--- config.mk ---
export PLATFORM = sky130hd
export DESIGN_NAME = svc_rv_wb_arb_flat
export DESIGN_NICKNAME = d
export VERILOG_FILES = /design/src/rtl/svc_rv_wb_arb_if.sv /design/src/rtl/svc_rv_wb_arb.sv /design/src/flat_wrapper.sv
export SDC_FILE = /design/constraint.sdc
export NUM_CORES = 1
export LEC_CHECK = 0
export CAP_MARGIN = 25
export CORE_MARGIN = 1
export CORE_UTILIZATION = 35
export CTS_CLUSTER_SIZE = 12
export DETAILED_ROUTE_END_ITERATION = 7
export GPL_TIMING_DRIVEN = 1
export HOLD_SLACK_MARGIN = 0.02
export PLACE_DENSITY = 0.55
export SLEW_MARGIN = 20
export SYNTH_ARGS = -nofsm -noshare
export SYNTH_HDL_FRONTEND = slang
export SYNTH_SLANG_ARGS = --single-unit
--- constraint.sdc ---
create_clock -name clk -period 8.6 [get_ports clk]
set_input_delay 1.72 -clock clk [delete_from_list [all_inputs] [get_ports clk]]
set_output_delay 1.72 -clock clk [all_outputs]
set_load 0.03 [all_outputs]
--- src/rtl/svc_rv_wb_arb_if.sv ---
// Writeback arbiter bus: execute and long-latency result inputs, regfile write port and status.
// The arbiter connects to the slave modport; upstream and regfile-side logic use master.
interface svc_rv_wb_arb_if #(
  parameter int XLEN = 32
);
  logic            ex_valid;
  logic [4:0]      ex_rd_addr;
  logic [XLEN-1:0] ex_rd_data;
  logic            lu_valid;
  logic            lu_ready;
  logic [4:0]      lu_rd_addr;
  logic [XLEN-1:0] lu_rd_data;
  logic            rd_en;
  logic [4:0]      rd_addr;
  logic [XLEN-1:0] rd_data;
  logic            busy;
  logic            ex_stall;

  modport master (
    output ex_valid, ex_rd_addr, ex_rd_data,
    output lu_valid, lu_rd_addr, lu_rd_data,
    input  lu_ready,
    input  rd_en, rd_addr, rd_data, busy, ex_stall
  );

  modport slave (
    input  ex_valid, ex_rd_addr, ex_rd_data,
    input  lu_valid, lu_rd_addr, lu_rd_data,
    output lu_ready,
    output rd_en, rd_addr, rd_data, busy, ex_stall
  );
endinterface

--- src/rtl/svc_rv_wb_arb.sv ---
// Writeback arbiter: merges execute and buffered long-latency results onto one registered regfile write port.
// Optional starvation guard enabled by defining SVC_RV_WB_FAIR_EN.
module svc_rv_wb_arb #(
  parameter int XLEN         = 32,
  parameter int BUF_DEPTH    = 2,
  parameter int STARVE_LIMIT = 4
) (
  input logic             clk,
  input logic             rst,
  svc_rv_wb_arb_if.slave  wb
);

  localparam int IW = $clog2(BUF_DEPTH);
  localparam int PW = IW + 1;

  if (BUF_DEPTH < 2 || (BUF_DEPTH & (BUF_DEPTH - 1)) != 0 || STARVE_LIMIT < 1) begin : g_bad_cfg
    $error("svc_rv_wb_arb: BUF_DEPTH must be a power of two >= 2 and STARVE_LIMIT >= 1");
  end

  logic [PW-1:0]        wr_ptr;
  logic [PW-1:0]        rd_ptr;
  logic [PW-1:0]        wr_ptr_n;
  logic [PW-1:0]        rd_ptr_n;
  logic [BUF_DEPTH-1:0] buf_vld;
  logic [BUF_DEPTH-1:0] buf_vld_n;
  logic [4:0]           buf_addr [BUF_DEPTH];
  logic [XLEN-1:0]      buf_data [BUF_DEPTH];

  logic [IW-1:0]        head_idx;
  logic [IW-1:0]        tail_idx;
  logic                 empty;
  logic                 full;
  logic                 ex_wr;
  logic                 lu_acc;
  logic                 head_vld;
  logic                 head_pop;
  logic                 bypass;
  logic                 push;

  logic                 wr_en_n;
  logic [4:0]           wr_addr_n;
  logic [XLEN-1:0]      wr_data_n;

  logic                 rd_en_p1;
  logic [4:0]           rd_addr_p1;
  logic [XLEN-1:0]      rd_data_p1;
  logic                 busy_p1;
  logic                 stall_p1;

  // Stage 0: arbitration and buffer bookkeeping from registered state and current inputs
  always_comb begin
    head_idx = rd_ptr[IW-1:0];
    tail_idx = wr_ptr[IW-1:0];
    empty    = (wr_ptr == rd_ptr);
    full     = (wr_ptr[PW-1] != rd_ptr[PW-1]) && (wr_ptr[IW-1:0] == rd_ptr[IW-1:0]);
    ex_wr    = wb.ex_valid && (wb.ex_rd_addr != 5'd0);
    lu_acc   = wb.lu_valid && !full;
    head_vld = !empty && buf_vld[head_idx];
    // An invalid (squashed) head always retires; a valid one only when execute is idle.
    head_pop = !empty && (!buf_vld[head_idx] || !ex_wr);
    bypass   = empty && !ex_wr && lu_acc;
    push     = lu_acc && !bypass && (wb.lu_rd_addr != 5'd0) &&
               !(ex_wr && (wb.ex_rd_addr == wb.lu_rd_addr));
    wr_ptr_n = wr_ptr + PW'(push);
    rd_ptr_n = rd_ptr + PW'(head_pop);
  end

  always_comb begin
    buf_vld_n = buf_vld;
    for (int i = 0; i < BUF_DEPTH; i++) begin
      if (ex_wr && (buf_addr[i] == wb.ex_rd_addr)) begin
        buf_vld_n[i] = 1'b0;
      end
    end
    // The pushed address never matches a same-cycle execute write, so no squash conflict here.
    if (push) begin
      buf_vld_n[tail_idx] = 1'b1;
    end
  end

  always_comb begin
    wr_en_n   = 1'b0;
    wr_addr_n = rd_addr_p1;
    wr_data_n = rd_data_p1;
    if (ex_wr) begin
      wr_en_n   = 1'b1;
      wr_addr_n = wb.ex_rd_addr;
      wr_data_n = wb.ex_rd_data;
    end else if (head_vld) begin
      wr_en_n   = 1'b1;
      wr_addr_n = buf_addr[head_idx];
      wr_data_n = buf_data[head_idx];
    end else if (bypass && (wb.lu_rd_addr != 5'd0)) begin
      wr_en_n   = 1'b1;
      wr_addr_n = wb.lu_rd_addr;
      wr_data_n = wb.lu_rd_data;
    end
  end

  always_ff @(posedge clk) begin
    if (rst) begin
      wr_ptr  <= '0;
      rd_ptr  <= '0;
      buf_vld <= '0;
    end else begin
      wr_ptr  <= wr_ptr_n;
      rd_ptr  <= rd_ptr_n;
      buf_vld <= buf_vld_n;
    end
  end

  always_ff @(posedge clk) begin
    if (push) begin
      buf_addr[tail_idx] <= wb.lu_rd_addr;
      buf_data[tail_idx] <= wb.lu_rd_data;
    end
  end

  // Stage 1: registered regfile write port and status
  always_ff @(posedge clk) begin
    if (rst) begin
      rd_en_p1   <= 1'b0;
      rd_addr_p1 <= 5'd0;
      rd_data_p1 <= '0;
      busy_p1    <= 1'b0;
    end else begin
      rd_en_p1   <= wr_en_n;
      rd_addr_p1 <= wr_addr_n;
      rd_data_p1 <= wr_data_n;
      busy_p1    <= (wr_ptr_n != rd_ptr_n);
    end
  end

`ifdef SVC_RV_WB_FAIR_EN
  localparam int CW = $clog2(STARVE_LIMIT + 2);

  logic [CW-1:0] wait_cnt;
  logic [CW-1:0] wait_cnt_n;

  function automatic logic [CW-1:0] sat_inc(input logic [CW-1:0] c);
    if (c >= CW'(STARVE_LIMIT + 1)) begin
      return c;
    end
    return c + CW'(1);
  endfunction

  always_comb begin
    wait_cnt_n = wait_cnt;
    if (empty || head_pop) begin
      wait_cnt_n = '0;
    end else if (head_vld) begin
      wait_cnt_n = sat_inc(wait_cnt);
    end
  end

  always_ff @(posedge clk) begin
    if (rst) begin
      wait_cnt <= '0;
      stall_p1 <= 1'b0;
    end else begin
      wait_cnt <= wait_cnt_n;
      stall_p1 <= (wait_cnt_n == CW'(STARVE_LIMIT));
    end
  end
`else
  assign stall_p1 = 1'b0;
`endif

  assign wb.lu_ready = !full;
  assign wb.rd_en    = rd_en_p1;
  assign wb.rd_addr  = rd_addr_p1;
  assign wb.rd_data  = rd_data_p1;
  assign wb.busy     = busy_p1;
  assign wb.ex_stall = stall_p1;

endmodule

--- src/flat_wrapper.sv ---
// flat-port wrapper written by rule: the top's interface ports become plain ports
module svc_rv_wb_arb_flat 
#(
  parameter int XLEN         = 32,
  parameter int BUF_DEPTH    = 2,
  parameter int STARVE_LIMIT = 4
)
  (clk, rst, wb_ex_valid, wb_ex_rd_addr, wb_ex_rd_data, wb_lu_valid, wb_lu_rd_addr, wb_lu_rd_data, wb_lu_ready, wb_rd_en, wb_rd_addr, wb_rd_data, wb_busy, wb_ex_stall);
  svc_rv_wb_arb_if #(.XLEN(XLEN)) wb_i ();
  input logic clk;
  input logic rst;
  input wire logic [$bits(wb_i.ex_valid)-1:0] wb_ex_valid;
  input wire logic [$bits(wb_i.ex_rd_addr)-1:0] wb_ex_rd_addr;
  input wire logic [$bits(wb_i.ex_rd_data)-1:0] wb_ex_rd_data;
  input wire logic [$bits(wb_i.lu_valid)-1:0] wb_lu_valid;
  input wire logic [$bits(wb_i.lu_rd_addr)-1:0] wb_lu_rd_addr;
  input wire logic [$bits(wb_i.lu_rd_data)-1:0] wb_lu_rd_data;
  output wire logic [$bits(wb_i.lu_ready)-1:0] wb_lu_ready;
  output wire logic [$bits(wb_i.rd_en)-1:0] wb_rd_en;
  output wire logic [$bits(wb_i.rd_addr)-1:0] wb_rd_addr;
  output wire logic [$bits(wb_i.rd_data)-1:0] wb_rd_data;
  output wire logic [$bits(wb_i.busy)-1:0] wb_busy;
  output wire logic [$bits(wb_i.ex_stall)-1:0] wb_ex_stall;
  assign wb_i.ex_valid = wb_ex_valid;
  assign wb_i.ex_rd_addr = wb_ex_rd_addr;
  assign wb_i.ex_rd_data = wb_ex_rd_data;
  assign wb_i.lu_valid = wb_lu_valid;
  assign wb_i.lu_rd_addr = wb_lu_rd_addr;
  assign wb_i.lu_rd_data = wb_lu_rd_data;
  assign wb_lu_ready = wb_i.lu_ready;
  assign wb_rd_en = wb_i.rd_en;
  assign wb_rd_addr = wb_i.rd_addr;
  assign wb_rd_data = wb_i.rd_data;
  assign wb_busy = wb_i.busy;
  assign wb_ex_stall = wb_i.ex_stall;
  svc_rv_wb_arb #(.XLEN(XLEN), .BUF_DEPTH(BUF_DEPTH), .STARVE_LIMIT(STARVE_LIMIT)) u_core (.clk(clk), .rst(rst), .wb(wb_i));
endmodule
==> tab_implementation.tex, run 1 <==
\begin{tabular}{lr}
\hline
Metric & Value \\
\hline
\multicolumn{2}{l}{\textbf{Final layout}} \\
\# diodes & 0 \\
Synth-to-Final Area Change & 34.01\% \\
Total of fill cells in the finished design & 1391 \\
Post-layout utilization of the core & 48.86\% \\
Post-route non-filler standard cell count & 804 \\
Proportion of layout cells with a drive suffix above 1 & 13.15\% \\
\# nets final & 661 \\
\multicolumn{2}{l}{\textbf{Clocking}} \\
Clock Sink Count & 119 \\
Post-cts gate resize count & 0 \\
Cts-stage hold buffer count & 0 \\
CTS H-Tree Depth & 4 \\
Clock edge transition at the registers on the reported setup and hold paths & 0.05 ns \\
Root buffer cell & clkbuf\_16 \\
Post-CTS Setup Bufs & 0 \\
Clock Latency Late Sink & approximately 0.40 ns \\
TritonCTS clock tree & done \\
Buffer levels on the longest clock path & 2 \\
CTS Buf Count & 17 \\
\multicolumn{2}{l}{\textbf{Detailed routing}} \\
DRC violations left & 0 \\
First-pass iteration count of the detailed router & 4 \\
Vias & 4259 \\
DRT Wirelength & 14870 um \\
Remaining number of nets flagged by the antenna check after routing & 0 \\
Vias/cell & around 5.3 \\
Post-DR wirelength/cell & 18.50 um \\
DRT iter0 DRCs & about 270 \\
\multicolumn{2}{l}{\textbf{Global routing}} \\
Via count of the first global-routing pass & 4434 \\
GRT Overall Usage & 18.88\% \\
Pin count of the biggest net entering global routing & roughly 80 \\
Remaining global-route overflow & 0 \\
Wire length of the first global-routing pass & 23490 um \\
Antenna violations before repair & 0 \\
\multicolumn{2}{l}{\textbf{Critical path}} \\
Number of buffers and inverters on the critical path & 1 \\
Critical path required time & 8.62 ns \\
Kind of launch point of the worst setup path & input port \\
Cell-by-cell trace of the critical path & clkdlybuf4s50\_1 > or4\_2 > o21a\_4 > a31o\_1 > nor2\_1 > ha\_2 \\
Slowest stage cell on the critical path & or4\_2 \\
Crit Path Category & in -> reg \\
Crit. Startpoint & wb\_ex\_rd\_addr[1] \\
Start of the worst register-to-register path & u\_core.rd\_ptr[0] \\
CP top delay family & simple AND/OR/NAND/NOR gates \\
Slowest cell delay on critical path & 1.17 ns \\
Maximum fanout along the worst path & 77 \\
Endpoint arrival time on the critical path & $\sim$5.5 ns \\
Endpoint class of the critical path & flip-flop \\
\multicolumn{2}{l}{\textbf{Floorplanning}} \\
Area of the core & around 0.015 mm\^{}2 \\
Vert. Die Dim & 128.8 um \\
DIE AREA & 0.01658 mm\^{}2 \\
Starting utilization of the core area & between 30\% and 40\% \\
Cell row count & 45 \\
Ports & 119 \\
Horizontal die dimension & 128.8 um \\
\multicolumn{2}{l}{\textbf{Power and ir drop}} \\
Peak supply drop & 0.1603 mV \\
LEAKAGE & 2.574 nW \\
PwrDens & approximately 280 mW/mm\^{}2 \\
\multicolumn{2}{l}{\textbf{Yosys}} \\
Number of synthesized register bits & 119 \\
Number of library cell types mapped by synthesis & 38 \\
Part of the Yosys area used for sequential elements & 55.52\% \\
Dominant register cell in the synthesized netlist & edfxtp\_1 \\
Summed instance area of the synthesized netlist & 0.005625 mm\^{}2 \\
Post-Synthesis Cells & 487 \\
Number of flops mapped to enable cells by yosys & 74 \\
Syn Area/Cell & 11.55 um\^{}2 \\
Yosys warning total & 0 \\
Proportion of synthesized flip-flops having asynchronous set or reset & 0\% \\
Post-Syn Nets & roughly 570 \\
\multicolumn{2}{l}{\textbf{Timing}} \\
Final Slew Violations & 0 \\
Final critical delay including setup and external delays & 5.508 ns \\
Period utilisation layout & 64.05\% \\
RSZ-0062 raised after global routing & false \\
Fin Setup TNS & 0 ns \\
Endpoints failing hold & 0 \\
Transition at the pin with the smallest max-transition slack & 1.002 ns \\
Fmax achieved & 0.1815 GHz \\
Clock tree skew after final layout & 0.005638 ns \\
Relative max-transition margin & roughly a third \\
Number of failing setup endpoints in the final timing report & 0 \\
Post-layout worst setup margin & 3.092 ns \\
\multicolumn{2}{l}{\textbf{Placement}} \\
Post-placement setup slack & 2.428 ns \\
Routability congestion estimate from global placement & 0.7229 \\
Number of cells after detailed placement & 768 \\
Placed wire-length estimate after detailed placement & 8816 um \\
Port bufs & $\sim$120 \\
\multicolumn{2}{l}{\textbf{Worst hold path}} \\
Worst Min Path Start & u\_core.wb.rd\_data[29] \\
Class of the tightest hold or removal check & reg -> reg \\
\multicolumn{2}{l}{\textbf{Run status}} \\
Outcome & completed \\
\multicolumn{2}{l}{\textbf{Run}} \\
Number of max-capacitance violations reported & 0 \\
\hline
\end{tabular}
final timing paths:
path / endpoint / slack [ns] / depth (start not counted)
worst max-delay path: u_core.buf_data[0][22] / 3.09 / 6
worst min-delay path: u_core.wb.rd_data[29] / 0.45 / 2
worst max register to register: u_core.wb.rd_addr[3] / 5.49 / 6
worst min register to register: u_core.wb.rd_data[29] / 0.45 / 2
placed cells by master, fill, tap and decap left out, types with 2 or more instances in the layout:
cell type	synthesis	final
nand2b_1	2	2
o41ai_1	2	2
a211oi_1	69	69
mux2_2	37	37
inv_1	75	75
dfxtp_1	45	44
nor2_1	6	6
o211ai_1	36	36
clkbuf_8	0	2
xnor2_1	15	15
buf_16	0	2
o311ai_0	34	34
buf_2	7	2
nand3_1	2	2
clkbuf_16	0	17
a2111oi_0	5	5
buf_4	2	2
clkinv_1	0	5
edfxtp_1	74	74
xor2_1	6	6
ha_2	0	2
clkinv_2	0	4
bufinv_16	0	2
a21o_1	2	2
clkdlybuf4s50_1	0	115
o31ai_1	5	5
nand2_1	4	4
per-stage QoR:
stage	hold slack, ns	power [mW]	instance area (um^2)
floorplan	0.4688	1.182	5625
global placement	0.4481	1.402	6884
detailed placement	0.4469	1.412	6884
CTS	0.4550	2.090	7448
global route	0.4764	2.201	7538
finish	0.4491	2.100	7538
report_power, final:
part           internal [mW]  leakage [nW]  switching, mW
clock network          0.434         0.281          0.242
logic                  0.276          1.24          0.355
registers              0.734          1.06         0.0579
total                   1.44          2.57          0.655
layout make-up:
type | count | area, um^2 | share of cell area, %
inverter | 75 | 281.5 | 3.734
clock buffer | 20 | 456.7 | 6.058
timing repair buffer | 123 | 1266 | 16.80
multi-input combinational | 244 | 2038 | 27.04
clock inverter | 12 | 107.6 | 1.427
sequential | 119 | 3124 | 41.44
tap | 211 | 264.0 | 3.502
cell usage after synthesis (all sizes together), types with 2 or more instances:
library cell / instances / share of area (%)
mux2: 37 / 7.4
xnor2: 15 / 2.3
nand3: 2 / 0.18
o31ai: 5 / 0.67
ha: 3 / 0.67
inv: 75 / 5.0
o311ai: 34 / 5.3
a211oi: 69 / 9.2
dfxtp: 45 / 16
nand2b: 2 / 0.22
edfxtp: 74 / 40
o41ai: 2 / 0.31
or4: 2 / 0.27
a21o: 2 / 0.27
clkbuf: 34 / 2.3
nor2: 6 / 0.40
a2111oi: 5 / 0.78
o211ai: 36 / 4.8
buf: 15 / 1.4
nand2: 4 / 0.27
xor2: 6 / 0.93
o21ai: 2 / 0.18
routing by layer:
layer	share of wire [%]	GRT usage [%]
met1	44	23.98
met3	6.5	4.699
met5	0	0
met4	1.0	8.512
met2	49	30.40
registers in the layout, indices dropped and copies added, names as in the netlist:
name               cells
u_core.buf_vld         2
u_core.wb.busy         1
u_core.buf_data       64
u_core.wr_ptr          2
u_core.rd_ptr          2
u_core.wb.rd_en        1
u_core.buf_addr       10
u_core.wb.rd_addr      5
u_core.wb.rd_data     32
tightest hold or removal path, stage by stage, from the launching register on:
cell and delay [ns]:
dfxtp_1 0.30, inv_1 0.05, a211oi_1 0.05
logic make-up (layout without fill, tap and decap cells):
logic type	after synthesis	after routing	synth area share [%]
AO/OA/AOI/OAI	161	161	22.44
XOR/XNOR	21	21	3.270
adder cells (fa/ha/maj)	3	3	0.6673
buffers and inverters	124	230	8.696
flip-flops	119	119	55.52
multiplexers	37	37	7.407
other	1	1	0.06666
AND/OR/NAND/NOR	21	21	1.935
Power figures use the tool's default switching activity.
==> run 2, diff against run 1 <==
clock period = 5.44 ns   (was 8.6 ns; I/O delays follow)
==> tab_implementation.tex, run 2 (same netlist as run 1, synthesis figures left out) <==
\begin{tabular}{lr}
\hline
Metric & Value \\
\hline
\multicolumn{2}{l}{\textbf{Timing}} \\
Number of failing setup endpoints in the final timing report & 0 (unchanged) \\
Endpoints failing hold & 0 (unchanged) \\
Post-layout worst setup margin & 1.356 ns (-1.736 ns) \\
Relative max-transition margin & 38.84\% (+5.6 points) \\
Fin Setup TNS & 0 ns (unchanged) \\
Final critical delay including setup and external delays & 4.084 ns \\
Transition at the pin with the smallest max-transition slack & 0.9174 ns (-0.08443 ns) \\
Fmax achieved & 0.2448 GHz \\
Clock tree skew after final layout & 0.009241 ns (+0.003603 ns) \\
Final Slew Violations & 0 (unchanged) \\
Period utilisation layout & 75.08\% \\
Worst hold slack after final layout & 0.4517 ns (+0.002634 ns) \\
RSZ-0062 raised after global routing & false \\
\multicolumn{2}{l}{\textbf{Critical path}} \\
Slowest stage cell on the critical path & or4\_2 \\
Kind of launch point of the worst setup path & input port \\
Number of buffers and inverters on the critical path & 3 (+2) \\
Slowest cell delay on critical path & 0.71 ns (-0.46 ns) \\
Endpoint class of the critical path & flip-flop \\
CP top delay family & buffers and inverters \\
Cell-by-cell trace of the critical path & clkdlybuf4s50\_1 > or4\_2 > buf\_4 > o21a\_4 > a31o\_1 > nor2\_1 > ha\_2 > buf\_4 \\
Critical path required time & 5.50 ns (-3.12 ns) \\
Crit Path Category & in -> reg \\
Endpoint arrival time on the critical path & 4.15 ns (-1.38 ns) \\
Maximum fanout along the worst path & 37 (-52\%) \\
Most prevalent standard cell on the critical path & buf\_4 \\
\multicolumn{2}{l}{\textbf{Final layout}} \\
Most frequent standard cell in the layout excluding fill and tap cells & clkdlybuf4s50\_1 \\
\# diodes & 0 (unchanged) \\
Post-layout utilization of the core & 48.68\% (-0.19 points) \\
\# nets final & 664 (+0.45\%) \\
Number of flip-flops in the largest register & 64 (unchanged) \\
Register with the most flip-flops & u\_core.buf\_data \\
Post-route non-filler standard cell count & 807 (+0.37\%) \\
Synth-to-Final Area Change & 33.50\% \\
Proportion of layout cells with a drive suffix above 1 & 13.93\% (+0.77 points) \\
Most frequent cells in the layout & 115 x clkdlybuf4s50\_1, 75 x inv\_1, 74 x edfxtp\_1 \\
\multicolumn{2}{l}{\textbf{Floorplanning}} \\
DIE AREA & 0.01658 mm\^{}2 (unchanged) \\
Horizontal die dimension & 128.8 um (unchanged) \\
Area of the core & 0.01543 mm\^{}2 (unchanged) \\
Starting utilization of the core area & 36.46\% (unchanged) \\
Cell row count & 45 (unchanged) \\
Vert. Die Dim & 128.8 um (unchanged) \\
Ports & 119 (unchanged) \\
\multicolumn{2}{l}{\textbf{Detailed routing}} \\
DRC violations left & 0 (unchanged) \\
DRT iter0 DRCs & 220 (-19\%) \\
Vias/cell & 5.287 (-0.18\%) \\
DRT Wirelength & 14930 um (+0.40\%) \\
Remaining number of nets flagged by the antenna check after routing & 0 (unchanged) \\
Post-DR wirelength/cell & 18.50 um (about the same) \\
Vias & 4267 (+0.19\%) \\
First-pass iteration count of the detailed router & 4 (unchanged) \\
\multicolumn{2}{l}{\textbf{Power and ir drop}} \\
PwrDens & 438.3 mW/mm\^{}2 (+57\%) \\
Peak supply drop & 0.2486 mV (+55\%) \\
LEAKAGE & 2.570 nW (-0.15\%) \\
\multicolumn{2}{l}{\textbf{Placement}} \\
Routability congestion estimate from global placement & 0.8257 (+14\%) \\
Post-placement setup slack & 0.9469 ns (-1.481 ns) \\
Port bufs & 117 (unchanged) \\
Number of cells after detailed placement & 774 (+0.78\%) \\
Placed wire-length estimate after detailed placement & 8874 um (+0.65\%) \\
\multicolumn{2}{l}{\textbf{Global routing}} \\
Pin count of the biggest net entering global routing & 74 (-5.1\%) \\
Wire length of the first global-routing pass & 23720 um (+0.97\%) \\
Via count of the first global-routing pass & 4439 (+0.11\%) \\
GRT Overall Usage & 19.12\% (+0.24 points) \\
Antenna violations before repair & 0 (unchanged) \\
Remaining global-route overflow & 0 (unchanged) \\
\multicolumn{2}{l}{\textbf{Clocking}} \\
Clock Sink Count & 119 (unchanged) \\
CTS Buf Count & 17 (unchanged) \\
CTS H-Tree Depth & 4 (unchanged) \\
Buffer levels on the longest clock path & 2 (unchanged) \\
Root buffer cell & clkbuf\_16 \\
Post-cts gate resize count & 0 (unchanged) \\
Clock edge transition at the registers on the reported setup and hold paths & 0.05 ns (about the same) \\
Cts-stage hold buffer count & 0 (unchanged) \\
Clock Latency Late Sink & 0.41 ns (about the same) \\
TritonCTS clock tree & done \\
Post-CTS Setup Bufs & 0 (unchanged) \\
\multicolumn{2}{l}{\textbf{Run status}} \\
Outcome & completed \\
\multicolumn{2}{l}{\textbf{Run}} \\
Number of max-capacitance violations reported & 0 (unchanged) \\
\multicolumn{2}{l}{\textbf{Worst hold path}} \\
Class of the tightest hold or removal check & reg -> reg \\
\hline
\end{tabular}
[run 2: changes by cell type in the layout (fill, tap and decap cells not counted)]
| cell | before | now |
|---|---|---|
| buf_12 | 1 | 0 |
| buf_16 | 2 | 0 |
| buf_4 | 2 | 8 |
| clkbuf_1 | 1 | 2 |
| clkinv_1 | 5 | 2 |
| clkinv_2 | 4 | 6 |
| clkinv_4 | 1 | 0 |
| clkinvlp_4 | 0 | 1 |
[run 2: per-stage QoR]
step	total power, mW	area (um^2)
2_1_floorplan	1.869	5625
3_5_place_dp	2.236	6929
5_1_grt	3.454	7510
4_1_cts	3.330	7495
6_report	3.291	7510
3_3_place_gp	2.230	6929
[run 2: layout make-up]
class	count	area [um^2]
clock buffers	21	460.4
clock inverters	11	105.1
fillers	1450	7918
inverters	75	281.5
multi-input cells	244	2038
flip-flops and latches	119	3124
well taps	211	264.0
repair buffers	126	1236
[run 2: final timing paths]
path / start / endpoint / slack, ns / cells past startpoint
worst min register to register: u_core.wb.rd_data[2] / u_core.wb.rd_data[2] / 0.45 / 2
worst max register to register: u_core.rd_ptr[0] / u_core.wb.rd_addr[2] / 2.60 / 6
worst min-delay path: u_core.wb.rd_data[2] / u_core.wb.rd_data[2] / 0.45 / 2
worst max-delay path: wb_ex_rd_addr[1] / u_core.buf_addr[0][2] / 1.36 / 8
[run 2: where the power goes]
group	internal (mW)	leakage (nW)	switching (mW)
clock network	0.689	0.281	0.381
registers	1.16	1.06	0.0715
logic	0.412	1.23	0.579
total	2.26	2.57	1.03
[run 2: per-layer routing]
| layer | wire [um] | GRT usage (%) | vias to the layer above |
|---|---|---|---|
| met1 | 6848 | 24.09 | 2087 |
| met4 | 138 | 8.166 | 0 |
| met2 | 7246 | 31.48 | 127 |
| li1 | - | - | 2043 |
| met5 | 0 | 0 | - |
| met3 | 697 | 4.449 | 10 |
[run 2: tightest hold or removal path: stages, from the launching register on]
cell and delay [ns]:
dfxtp_1 0.30, inv_1 0.05, a211oi_1 0.05
